--- src/rtl/bit_serializer.sv ---
// Parallel-to-serial shifter: takes a WIDTH-bit word and drives it out on w one
// bit at a time, each bit held DIV cycles, then pulses done for one cycle.
module bit_serializer #(
    parameter int WIDTH     = 8,
    parameter int DIV       = 1,
    parameter int MSB_FIRST = 1
) (
    input  logic             Clock,
    input  logic             Reset,
    input  logic [WIDTH-1:0] data_in,
    input  logic             load,
    output logic             ready,
    output logic             w,
    output logic             bit_valid,
    output logic             busy,
    output logic             done
);

    localparam int DCW = (DIV > 1) ? $clog2(DIV) : 1;
    localparam int BCW = $clog2(WIDTH);
    localparam logic [DCW-1:0] DIV_MAX = DCW'(DIV - 1);
    localparam logic [BCW-1:0] BIT_MAX = BCW'(WIDTH - 1);

    typedef enum logic {IDLE, SHIFT} state_t;

    state_t           state_q, state_d;
    logic [WIDTH-1:0] sr_q, sr_d;
    logic [DCW-1:0]   div_q, div_d;
    logic [BCW-1:0]   bit_q, bit_d;
    logic             w_q, w_d;
    logic             bv_q, bv_d;
    logic             busy_q, busy_d;
    logic             done_q, done_d;

    function automatic logic head(input logic [WIDTH-1:0] v);
        return (MSB_FIRST != 0) ? v[WIDTH-1] : v[0];
    endfunction

    // Shift register always holds the bits still to be sent, next one at the head.
    function automatic logic [WIDTH-1:0] advance(input logic [WIDTH-1:0] v);
        return (MSB_FIRST != 0) ? {v[WIDTH-2:0], 1'b0} : {1'b0, v[WIDTH-1:1]};
    endfunction

    assign ready = (state_q == IDLE);

    always_comb begin
        state_d = state_q;
        sr_d    = sr_q;
        div_d   = div_q;
        bit_d   = bit_q;
        w_d     = w_q;
        bv_d    = bv_q;
        busy_d  = busy_q;
        done_d  = 1'b0;
        case (state_q)
            IDLE: begin
                w_d    = 1'b0;
                bv_d   = 1'b0;
                busy_d = 1'b0;
                if (load) begin
                    state_d = SHIFT;
                    div_d   = '0;
                    bit_d   = '0;
                    w_d     = head(data_in);
                    sr_d    = advance(data_in);
                    bv_d    = 1'b1;
                    busy_d  = 1'b1;
                end
            end
            SHIFT: begin
                if (div_q == DIV_MAX) begin
                    div_d = '0;
                    if (bit_q == BIT_MAX) begin
                        state_d = IDLE;
                        sr_d    = '0;
                        bit_d   = '0;
                        w_d     = 1'b0;
                        bv_d    = 1'b0;
                        busy_d  = 1'b0;
                        done_d  = 1'b1;
                    end else begin
                        bit_d = bit_q + 1'b1;
                        w_d   = head(sr_q);
                        sr_d  = advance(sr_q);
                    end
                end else begin
                    div_d = div_q + 1'b1;
                end
            end
            default: state_d = IDLE;
        endcase
    end

    always_ff @(posedge Clock) begin
        if (Reset) begin
            state_q <= IDLE;
            sr_q    <= '0;
            div_q   <= '0;
            bit_q   <= '0;
            w_q     <= 1'b0;
            bv_q    <= 1'b0;
            busy_q  <= 1'b0;
            done_q  <= 1'b0;
        end else begin
            state_q <= state_d;
            sr_q    <= sr_d;
            div_q   <= div_d;
            bit_q   <= bit_d;
            w_q     <= w_d;
            bv_q    <= bv_d;
            busy_q  <= busy_d;
            done_q  <= done_d;
        end
    end

    assign w         = w_q;
    assign bit_valid = bv_q;
    assign busy      = busy_q;
    assign done      = done_q;

endmodule

--- config.mk ---
export PLATFORM = sky130hd
export DESIGN_NAME = bit_serializer
export DESIGN_NICKNAME = d
export VERILOG_FILES = /design/src/rtl/bit_serializer.sv
export SDC_FILE = /design/constraint.sdc
export NUM_CORES = 1
export LEC_CHECK = 0
export CORE_MARGIN = 2
export CORE_UTILIZATION = 45
export DETAILED_ROUTE_END_ITERATION = 6
export PLACE_DENSITY_LB_ADDON = 0.05
export SYNTH_ARGS = -nofsm -noshare
export SYNTH_HDL_FRONTEND = slang
export SYNTH_SLANG_ARGS = --single-unit
--- constraint.sdc ---
create_clock -name Clock -period 1.7 [get_ports Clock]
set_input_delay 0.255 -clock Clock [delete_from_list [all_inputs] [get_ports Clock]]
set_output_delay 0.255 -clock Clock [all_outputs]
set_load 0.02 [all_outputs]
==> parameters.txt <==
Parameter                              Value

Run status
  Outcome    completed

Timing
  Count of endpoints failing hold in the final timing report    0
  Final max-slew violation count    0
  Final Skew    0.00443 ns
  Setup repair after global routing missed its margin    false
  Transition at the pin with the smallest max-transition slack    0.276 ns
  Final critical path time including I/O delays and setup    1.63 ns
  Min Hold Slack    0.484 ns
  Final TNS setup    0 ns
  Max_slew headroom    81.6%
  Total setup violations reported at the end of the flow    0
  Achievable Freq    612 MHz
  Ratio of final minimum period to clock period    96.1%

Clocking
  Number of buffers added to fix hold violations after cts    0
  Clock Root Buffer    clkbuf_4
  Worst-Skew Late Latency    0.28 ns
  TritonCTS clock tree    yes
  Resized Gates After CTS    0
  CTS H-tree lvls    1
  Total clock buffers created by CTS    3
  Clk sinks    14
  CTS Buffer Depth    2
  Clock transition at path regs    0.09 ns
  Post-CTS setup buffer count    0

Synth
  Most common cell in the netlist    dfxtp_1
  Post-synthesis sequential element count    14
  Count of flip-flops with a built-in enable after synthesis    0
  Top FF cell, synth    dfxtp_1
  Largest cells by area after synthesis    dfxtp_1, mux2_4, nand3b_1
  Synthesized netlist cell count    65
  Post-Syn Area per Cell    10.4 µm²
  Total standard cell area after synthesis    677 µm²
  Warning count from the yosys run    0
  Sequential element share of the synthesized area    41.4%
  Library cell with the largest summed area after synthesis    dfxtp_1
  Post-synth net total    78
  Post-synthesis async set-or-reset flop share    0%
  Fraction of post-synthesis cell area in the top cell type by area    41.4%
  Top post-synthesis cells by count    dfxtp_1, nand2_1, nand3b_1
  Unique cell type count in the Yosys netlist    21

Floorplanning
  Area of the die    1830 µm²
  Die width    42.8 µm
  Site row count    13
  Effective utilization at floorplan    50.1%
  Core Region    1350 µm²
  Vertical die dimension    42.8 µm
  Number of top-level pins    16

Global route
  Initial antenna violation count    0
  Overall Global Routing Usage    15.1%
  Total global routing overflow    0
  Pin count of the biggest net entering global routing    17
  Global-route wire length before repair    2070 µm
  Vias in the first global route    485

Pwr
  Comb pwr share    18.4%
  Sum of internal, switching and leakage power    0.732 mW
  Proportion of power drawn by the clock network    32.9%
  Seq pwr share    48.7%
  Highest ir drop seen on vdd    0.685 mV
  Internal    0.553 mW
  Cell area power density    843 nW/µm²
  Leakage power of the design    0.349 nW
  Share of total power consumed by net switching    24.5%
  Switch Pwr    0.179 mW

Worst hold path
  Type of the tightest min-delay check    reg2reg

Finish
  Total number of nets in the final design    96
  Area growth syn-to-layout    28.3%
  Inserted Diodes    0
  Post-route cell area    868 µm²
  Fraction of final layout cells sized beyond drive strength 1    23.2%

Worst setup path
  Cell with the biggest individual delay on the critical path    clkdlybuf4s50_1
  Critical Path Source Type    flip-flop
  Arrival time of data at the critical path endpoint    1.38 ns
  CP Cell Sequence    inv_2 -> clkdlybuf4s50_1
  Family of cells with the greatest summed delay on the critical path    buffers and inverters
  Critical path endpoint category    output pin
  Delay of the slowest cell on the worst path    0.63 ns
  Crit Path Class    reg2out
  Maximum fanout count along the critical path    9
  Worst EP required    1.44 ns
  Buffers & Inverters on Critical Path    2

Route
  DR vias    506
  Total detailed-routing wirelength    1190 µm
  First-iteration detailed-routing DRC count    1
  Count of TritonRoute iterations in the first routing pass    4
  Antenna violation net count after detailed routing    0
  Routed len/inst    12.3 µm
  Detailed-route DRC error count    0
  Number of vias per cell after detailed routing    5.22

Place
  IO buf count    15
  Gpl congestion    0.699
  Placement-stage cell area    832 µm²
  Detailed placer's ending HPWL    826 µm

Flow run
  # Max-Cap Violations    0
metal layers:
layer | GRT usage (%) | share of wire [%]
met2 | 24.2 | 46
met3 | 9.36 | 6.6
met1 | 17.3 | 47
met4 | 1.88 | 0
met5 | 0 | 0
through the flow:
stage	worst slack, ns	util, %	instances
after global routing	0.0103	64.3	97
after detailed placement	0.214	61.6	93
after CTS	0.0517	64.3	97
after floorplan	0.492	-	65
final	0.0666	64.3	97
after global placement	0.230	61.6	93
cell usage in the layout (no fill, tap or decap), types with 2 or more instances in the layout:
master	synthesis	routed
buf_4	1	2
a21oi_2	5	5
ha_1	2	2
nand2_1	6	6
clkdlybuf4s50_1	0	15
clkbuf_4	0	3
nor3b_1	3	3
nand2b_1	2	2
mux2i_1	2	2
nor2_1	5	5
mux2_4	5	5
nand3b_1	6	6
dfxtp_1	14	14
a21oi_1	4	4
cell families after synthesis:
logic type,Yosys count,synth area share [%]
and+or+nand+nor,24,20.0
DFF,14,41.4
AOI/OAI and AO/OA,11,11.5
muxes,8,15.7
buffers and inverters,6,7.76
adders and majority gates,2,3.70
power by group through the flow:
| stage | Sequential, mW | Clock [mW] | Combinational, mW |
|---|---|---|---|
| 3_3_place_gp | 0.364 | 0 | 0.135 |
| 2_1_floorplan | 0.366 | 0 | 0.0872 |
| 3_5_place_dp | 0.364 | 0 | 0.136 |
| 6_report | 0.357 | 0.241 | 0.135 |
| 4_1_cts | 0.357 | 0.249 | 0.136 |
| 5_1_grt | 0.359 | 0.264 | 0.148 |
worst paths after layout:
| path | cells past startpoint | from | slack [ns] | end |
|---|---|---|---|---|
| worst max-delay path | 2 | state_q | 0.07 | ready |
| worst min-delay path | 2 | sr_q[3] | 0.48 | sr_q[4] |
| worst max register to register | 5 | bit_q[0] | 0.35 | busy |
| worst min register to register | 2 | sr_q[3] | 0.48 | sr_q[4] |
area by class of cell:
cell class / instances / area (µm²)
clock buffer: 4 / 36.3
multi-input combinational: 45 / 344
inverter: 1 / 3.75
tap: 15 / 18.8
fill: 126 / 482
sequential: 14 / 280
timing repair buffer: 18 / 185
worst reg2reg max path: cells and delay by family, from the launching register on:
kind	cells	cell delay, ns
flops	1	0.33
compound gates	2	0.32
simple gates	1	0.19
fa+ha+maj	2	0.47
state kept, by name (all words and copies together) (netlist names):
name     flops
busy         1
w            1
sr_q         7
bit_q        3
done         1
state_q      1
No activity file was read; power rests on OpenSTA's default activity.
